--- config.mk ---
export PLATFORM = sky130hd
export DESIGN_NAME = dct_sched
export DESIGN_NICKNAME = d
export VERILOG_FILES = /design/src/rtl/dct_pkg.sv /design/src/rtl/dct_idx_cnt.sv /design/src/rtl/dct_sched.sv
export SDC_FILE = /design/constraint.sdc
export NUM_CORES = 1
export LEC_CHECK = 0
export CAP_MARGIN = 20
export CORE_MARGIN = 2
export CORE_UTILIZATION = 29
export CTS_BUF_LIST = sky130_fd_sc_hd__clkbuf_16
export DETAILED_ROUTE_END_ITERATION = 12
export HOLD_SLACK_MARGIN = 0.1
export PLACE_DENSITY = 0.55
export SETUP_SLACK_MARGIN = 0.4
export SKIP_CTS_REPAIR_TIMING = 1
export SLEW_MARGIN = 40
export SYNTH_ARGS = -nofsm -noshare
export SYNTH_HDL_FRONTEND = slang
export SYNTH_SLANG_ARGS = --single-unit
export TNS_END_PERCENT = 30
--- constraint.sdc ---
create_clock -name clk -period 3 [get_ports clk]
set_clock_uncertainty 0.1 [all_clocks]
set_input_delay 0.6 -clock clk [delete_from_list [all_inputs] [get_ports clk]]
set_output_delay 0.6 -clock clk [all_outputs]
set_load 0.02 [all_outputs]
--- src/rtl/dct_pkg.sv ---
`default_nettype none
// ----------------------------------------------------------------------------
// dct_pkg -- shared state encoding and default geometry for the DCT scheduler
// Rev 1.0
// ----------------------------------------------------------------------------
package dct_pkg;

  localparam int unsigned DCT_N  = 8;
  localparam int unsigned DCT_AW = 6;
  localparam int unsigned DCT_IW = 3;

  typedef enum logic [2:0] {
    ST_IDLE = 3'd0,
    ST_LOAD = 3'd1,
    ST_ROW  = 3'd2,
    ST_COL  = 3'd3,
    ST_OUT  = 3'd4
  } state_e;

endpackage
`default_nettype wire

--- src/rtl/dct_idx_cnt.sv ---
`default_nettype none
// ----------------------------------------------------------------------------
// dct_idx_cnt -- clear/enable counter that wraps modulo 2**WIDTH
// Rev 1.0
// ----------------------------------------------------------------------------
module dct_idx_cnt
  import dct_pkg::*;
#(
  parameter int WIDTH = DCT_IW
) (
  input  logic             clk,
  input  logic             rst_n,
  input  logic             clr,
  input  logic             en,
  output logic [WIDTH-1:0] cnt
);

  logic [WIDTH-1:0] cnt_d;
  logic [WIDTH-1:0] cnt_q;

  // Clear wins over enable so a state entry always restarts at zero.
  always_comb begin
    cnt_d = cnt_q;
    if (clr) begin
      cnt_d = '0;
    end else if (en) begin
      cnt_d = cnt_q + WIDTH'(1);
    end
  end

  always_ff @(posedge clk) begin
    if (!rst_n) begin
      cnt_q <= '0;
    end else begin
      cnt_q <= cnt_d;
    end
  end

  assign cnt = cnt_q;

endmodule
`default_nettype wire

--- src/rtl/dct_sched.sv ---
`default_nettype none
// ----------------------------------------------------------------------------
// dct_sched -- sequences load, row pass, column pass and readout of one NxN block
// Rev 1.0
// ----------------------------------------------------------------------------
module dct_sched
  import dct_pkg::*;
#(
  parameter int  N  = DCT_N,
  parameter int  AW = DCT_AW,
  localparam int IW = (N > 1) ? $clog2(N) : 1
) (
  input  logic          clk,
  input  logic          rst_n,
  input  logic          start,
  output logic          busy,
  input  logic          in_valid,
  output logic          in_ready,
  output logic          ld_we,
  output logic [AW-1:0] ld_addr,
  output logic          eng_en,
  output logic          eng_pass,
  output logic [IW-1:0] eng_idx,
  input  logic          eng_done,
  output logic          out_valid,
  input  logic          out_ready,
  output logic [AW-1:0] out_addr,
  output logic          out_last,
  output logic          done,
  output logic [10:0]   blk_cnt
);

  localparam logic [AW-1:0] LAST_ADDR = AW'(N * N - 1);
  localparam logic [IW-1:0] LAST_IDX  = IW'(N - 1);

  state_e        state_q, state_d;
  logic          eng_en_q, eng_en_d;
  logic          pend_q, pend_d;
  logic          done_q, done_d;
  logic [10:0]   blk_cnt_q, blk_cnt_d;
  logic [AW-1:0] elem;
  logic [IW-1:0] idx;
  logic          ld_hs;
  logic          out_hs;
  logic          eng_ack;
  logic          enter;

  assign ld_hs   = (state_q == ST_LOAD) && in_valid;
  assign out_hs  = (state_q == ST_OUT) && out_ready;
  // pend_q only rises the cycle after eng_en, so a done coincident with the
  // command or arriving with nothing outstanding is dropped here.
  assign eng_ack = pend_q && eng_done;
  assign enter   = (state_d != state_q) && (state_d != ST_IDLE);

  dct_idx_cnt #(.WIDTH(AW)) u_elem_cnt (
    .clk   (clk),
    .rst_n (rst_n),
    .clr   (enter),
    .en    (ld_hs || out_hs),
    .cnt   (elem)
  );

  dct_idx_cnt #(.WIDTH(IW)) u_idx_cnt (
    .clk   (clk),
    .rst_n (rst_n),
    .clr   (enter),
    .en    (eng_ack),
    .cnt   (idx)
  );

  always_ff @(posedge clk) begin
    if (!rst_n) begin
      state_q   <= ST_IDLE;
      eng_en_q  <= 1'b0;
      pend_q    <= 1'b0;
      done_q    <= 1'b0;
      blk_cnt_q <= '0;
    end else begin
      state_q   <= state_d;
      eng_en_q  <= eng_en_d;
      pend_q    <= pend_d;
      done_q    <= done_d;
      blk_cnt_q <= blk_cnt_d;
    end
  end

  always_comb begin
    state_d = state_q;
    case (state_q)
      ST_IDLE: if (start)                         state_d = ST_LOAD;
      ST_LOAD: if (ld_hs && elem == LAST_ADDR)    state_d = ST_ROW;
      ST_ROW:  if (eng_ack && idx == LAST_IDX)    state_d = ST_COL;
      ST_COL:  if (eng_ack && idx == LAST_IDX)    state_d = ST_OUT;
      ST_OUT:  if (out_hs && elem == LAST_ADDR)   state_d = ST_IDLE;
      default:                                    state_d = ST_IDLE;
    endcase
  end

  // Commands are issued on pass entry and on each accepted completion.
  always_comb begin
    eng_en_d  = ((state_d == ST_ROW) || (state_d == ST_COL)) && (enter || eng_ack);
    pend_d    = (pend_q && !eng_done) || eng_en_q;
    done_d    = out_hs && (elem == LAST_ADDR);
    blk_cnt_d = blk_cnt_q + {10'd0, done_d};
  end

  always_comb begin
    busy      = 1'b0;
    in_ready  = 1'b0;
    ld_we     = 1'b0;
    ld_addr   = '0;
    eng_en    = 1'b0;
    eng_pass  = 1'b0;
    eng_idx   = '0;
    out_valid = 1'b0;
    out_addr  = '0;
    out_last  = 1'b0;
    done      = 1'b0;
    blk_cnt   = blk_cnt_q;
    if (rst_n) begin
      busy      = (state_q != ST_IDLE);
      in_ready  = (state_q == ST_LOAD);
      ld_we     = ld_hs;
      ld_addr   = (state_q == ST_LOAD) ? elem : '0;
      eng_en    = eng_en_q;
      eng_pass  = (state_q == ST_COL);
      eng_idx   = ((state_q == ST_ROW) || (state_q == ST_COL)) ? idx : '0;
      out_valid = (state_q == ST_OUT);
      out_addr  = (state_q == ST_OUT) ? elem : '0;
      out_last  = (state_q == ST_OUT) && (elem == LAST_ADDR);
      done      = done_q;
    end
  end

endmodule
`default_nettype wire

# Word-level counts from Yosys, hierarchy flattened
# Index checks and enable logic that the tools add are counted.
[totals] regBits=26 output_inout_bits=34
[classes] addsub=3 eq_ne=9 mux=20 bitwise_logic=1 reduce_logical=20
[ops] operator="$mux W6" n=4
[ops] operator="$mux W3" n=7
[ops] operator="$pmux W3 S5" n=1
[ops] operator="$eq A3 B2 Y1 const B" n=4
[ops] operator="$add A11 B1 Y11" n=1
[ops] operator="$logic_and A1 B1 Y1" n=10
[ops] operator="$mux W1" n=8
[ops] operator="$add A6 B1 Y6 const B" n=1
[ops] operator="$eq A3 B3 Y1 const B" n=2
[ops] operator="$eq A6 B6 Y1 const B" n=1
[ops] operator="$reduce_bool A3 Y1" n=2
[ops] operator="$logic_or A1 B1 Y1" n=5
[ops] operator="$add A3 B1 Y3 const B" n=1
[ops] operator="$eq A3 B1 Y1 const B" n=1
[ops] operator="$logic_not A3 Y1" n=1
[ops] operator="$ne A3 B3 Y1" n=1
[ops] operator="$reduce_or A2 Y1" n=1
[ops] operator="$logic_not A1 Y1" n=1
[ops] operator="$not A1 Y1" n=1

# Longest topological paths before layout
[logic_depth] depth_word=9 ltp_mapped=11

# Hierarchy
# Synthesis repeated with hierarchy kept, for this count alone.
[hier_totals] cells_unflattened=150 hier_area_um2=1393.8
[modules_own_cells] module="dct_sched" n_inst=1 cells_per_inst=113 area_per_inst_um2=1021.0
[modules_own_cells] module="dct_idx_cnt (u_elem_cnt)" n_inst=1 cells_per_inst=25 area_per_inst_um2=245.2
[modules_own_cells] module="dct_idx_cnt (u_idx_cnt)" n_inst=1 cells_per_inst=12 area_per_inst_um2=127.6

# Least setup slack after synthesis
# No wires, ideal clock.
[synth_timing] path_kind="in2out" startpoint="in rst_n" endpoint="out ld_addr[0]" arrival_time_ps=1687 setup_slack_ps=613 path_stages=3 n_path_buf=0 path_cell_list="clkinv_1 -> nor4_2 -> and2_1"
[synth_between] elab_chain_cells=1
[synth_rtl] item="from (decl)" line_no="dct_sched.sv:14" text="input logic rst_n,"
[synth_rtl] item="$mux W6" line_no="dct_sched.sv:120" text="if (rst_n) begin"
[synth_rtl] item="to (decl)" line_no="dct_sched.sv:20" text="output logic [AW-1:0] ld_addr,"
# Every way passes these cells.

# Worst setup path after layout
[layout_timing] startpoint="in rst_n" endpoint="out eng_idx[0]"
[layout_between] elab_chain_cells=1
[layout_rtl] item="$mux W3" line_no="dct_sched.sv:120"
[layout_rtl] item="to (decl)" line_no="dct_sched.sv:23" text="output logic [IW-1:0] eng_idx,"
# Every way passes these cells.

==> results.sh <==
export IMPL_status="complete, no violations"
export IMPL_cts_buffer_depth=2
export IMPL_insertion_delay_ps=260
export IMPL_core_area_mm2=0.00469
export IMPL_dieArea_mm2=0.00542
export IMPL_yosys_warnings=0
export IMPL_grt_pass1_wl_um=5410
export IMPL_maxCapViolCount=0
export IMPL_worst_setup_path_type="in -> out"
export IMPL_crit_path_cell_trace="clkdlybuf4s50_1 > inv_2 > nor2_4 > and3_1 > clkdlybuf4s50_1"
export IMPL_die_h_um=73.6
export IMPL_io_buffer_count=39
export IMPL_period_needed_ps=2770
export IMPL_cts_tree="yes"
export IMPL_die_x_um=73.6
export IMPL_synth_edff_count=0
export IMPL_drt_iter0_markers=39
export IMPL_cp_common_cell="clkdlybuf4s50_1"
export IMPL_pre_cts_ws_ps=-131
export IMPL_relSlewSlack_pct=76.8
export IMPL_vias=1243
export IMPL_ir_drop_uv=260
export IMPL_rsz0062_at_grt="true"
export IMPL_finish_utilization_pct=43.0
export IMPL_slowest_stage="clkdlybuf4s50_1"
export IMPL_io_pins=40
export IMPL_viasPerCell=4.80
export IMPL_track_usage_pct=12.6
export IMPL_htree_levels=1
export IMPL_antenna_found_initial=0
export IMPL_ys_ff_latch=26
export IMPL_postPlaceCellArea_mm2=0.00188
export IMPL_end_kind="primary output"
export IMPL_synth_nets=171
export IMPL_antenna_left=0
export IMPL_fin_nets=217
export IMPL_cts_buffers=3
export IMPL_syn_to_final_growth_pct=43.6
export IMPL_r2r_setup_slack_ps=510
export IMPL_syn_instance_count=160
export IMPL_critPathMaxFanout=5
export IMPL_post_drt_wl_per_cell_um=12.5
export IMPL_p_per_area_mw_per_mm2=395
export IMPL_avgSynthCellArea_um2=8.79
export IMPL_dp_hpwl_um=2450
export IMPL_crit_required_ps=2300
export IMPL_gp_congestion=0.770
export IMPL_fmax_mhz=361
export IMPL_report_final_setup_viol=0
export IMPL_fin_area_mm2=0.00202
export IMPL_drc=0
export IMPL_grt_max_degree=16
export IMPL_hp_class="reg -> reg"
export IMPL_ys_seq_area_share_pct=37.0
export IMPL_syn_area_mm2=0.00141
export IMPL_hold_viol=0
export IMPL_root_buffer="clkbuf_16"
export IMPL_critPathLaunchType="primary input"
export IMPL_power_leakage_nw=1.07
export IMPL_grt_pass1_vias=1168
export IMPL_n_antenna_cell=0
export IMPL_async_flop_share_pct=0
export IMPL_finalWorstSetupSlack_ps=227
export IMPL_holdWs_ps=366
export IMPL_grt_overflow_total=0
export IMPL_tns_ps=0
export IMPL_cp_arrival_ps=2070
export IMPL_rows=25
export IMPL_clock_sinks=26
export IMPL_period_share_pct=92.4
export IMPL_drive_above_1_share_pct=12.2
export IMPL_synth_cell_types=38
export IMPL_routed_wl_um=3230
export IMPL_cp_slowest_stage_delay_ps=600
export IMPL_initial_core_util_pct=30.0
export IMPL_clk_pin_slew_worst_paths_ps=60
export IMPL_finalMaxSlewViolations=0
export IMPL_ys_flop_type="dfxtp_1"
export IMPL_worst_pin_slew_ps=348
export IMPL_first_pass_iters=4
## cells in the mapped netlist (all sizes together), types with 4 or more instances
| library cell | count | area (um2) |
|---|---|---|
| a21oi | 14 | 70.1 |
| and2 | 20 | 125 |
| and3 | 7 | 43.8 |
| dfxtp | 26 | 521 |
| ha | 5 | 62.6 |
| inv | 4 | 15.0 |
| nand2 | 6 | 22.5 |
| nand3 | 5 | 25.0 |
| nor2 | 15 | 58.8 |
| o21ai | 8 | 40.0 |
| xnor2 | 5 | 43.8 |
| xor2 | 8 | 70.1 |
## state kept, by name (all words and copies together), names as in the netlist
signal	flops
pend_q	1
eng_en_q	1
u_elem_cnt.cnt	6
blk_cnt	11
u_idx_cnt.cnt	3
state_q	3
done_q	1
## where the power goes
group	switching, mW	internal, mW	leakage (nW)	total [mW]
clock network	0.122	0.266	0.0511	0.388
logic	0.0295	0.0252	0.810	0.0547
registers	0.00647	0.348	0.210	0.355
total	0.158	0.639	1.07	0.797
## worst paths after layout
check / startpoint / to / depth (start not counted)
worst max register to register: u_elem_cnt.cnt[1] / blk_cnt[10] / 11
worst min-delay path: eng_en_q / pend_q / 2
worst min register to register: eng_en_q / pend_q / 2
worst max-delay path: rst_n / eng_idx[0] / 5
## worst max-delay path, delay by kind of cell
family                 cells  cell delay [ps]
AND/OR/NAND/NOR            2              300
buffers and inverters      3             1170
## metrics by stage
step	instances	power, mW
after CTS	259	0.809
after global placement	255	0.418
after global routing	259	0.831
after floorplan	160	0.392
after detailed placement	255	0.418
final	259	0.797
## area by class of cell
| type | count | area [um2] |
|---|---|---|
| clock buffer | 3 | 75.1 |
| tap | 54 | 67.6 |
| inverter | 5 | 18.8 |
| multi-input combinational | 125 | 860 |
| sequential | 26 | 520 |
| timing repair buffer | 45 | 448 |
| clock inverter | 1 | 30.0 |
| fill | 452 | 2670 |
## cell families after synthesis
family                     synth area share [%]
DFF                                        37.0
xor gates and xnor gates                   8.10
muxes                                      2.14
buffers and inverters                      3.20
AOI/OAI and AO/OA                          12.9
adders and majority gates                  4.45
and+or+nand+nor                            32.2
## placed cells by master (no fill, tap or decap), types with 2 or more instances in the layout
cell type / n
dfxtp_1: 26
and2_1: 20
clkdlybuf4s50_1: 19
dlymetal6s2s_1: 15
a21oi_1: 14
nor2_1: 13
xor2_1: 8
and3_1: 7
o21ai_0: 7
nand2_1: 6
buf_4: 6
nand3_1: 5
xnor2_1: 5
ha_1: 5
clkbuf_2: 5
inv_1: 4
nor3_1: 3
nand2b_1: 3
mux2i_1: 3
clkbuf_16: 3
nor4_2: 2
nor2_4: 2
and4bb_1: 2
o2111ai_1: 2
nand4_1: 2
or3_1: 2
## metal layers
layer	wire (um)	part of all wire [%]	up-vias	track usage, %
met4	18	0.56	0	1.82
met1	1570	48	557	16.1
li1	-	-	657	-
met5	0	0	-	0
met2	1530	47	25	21.3
met3	118	3.6	4	3.98
(Power assumes the default switching activity.)
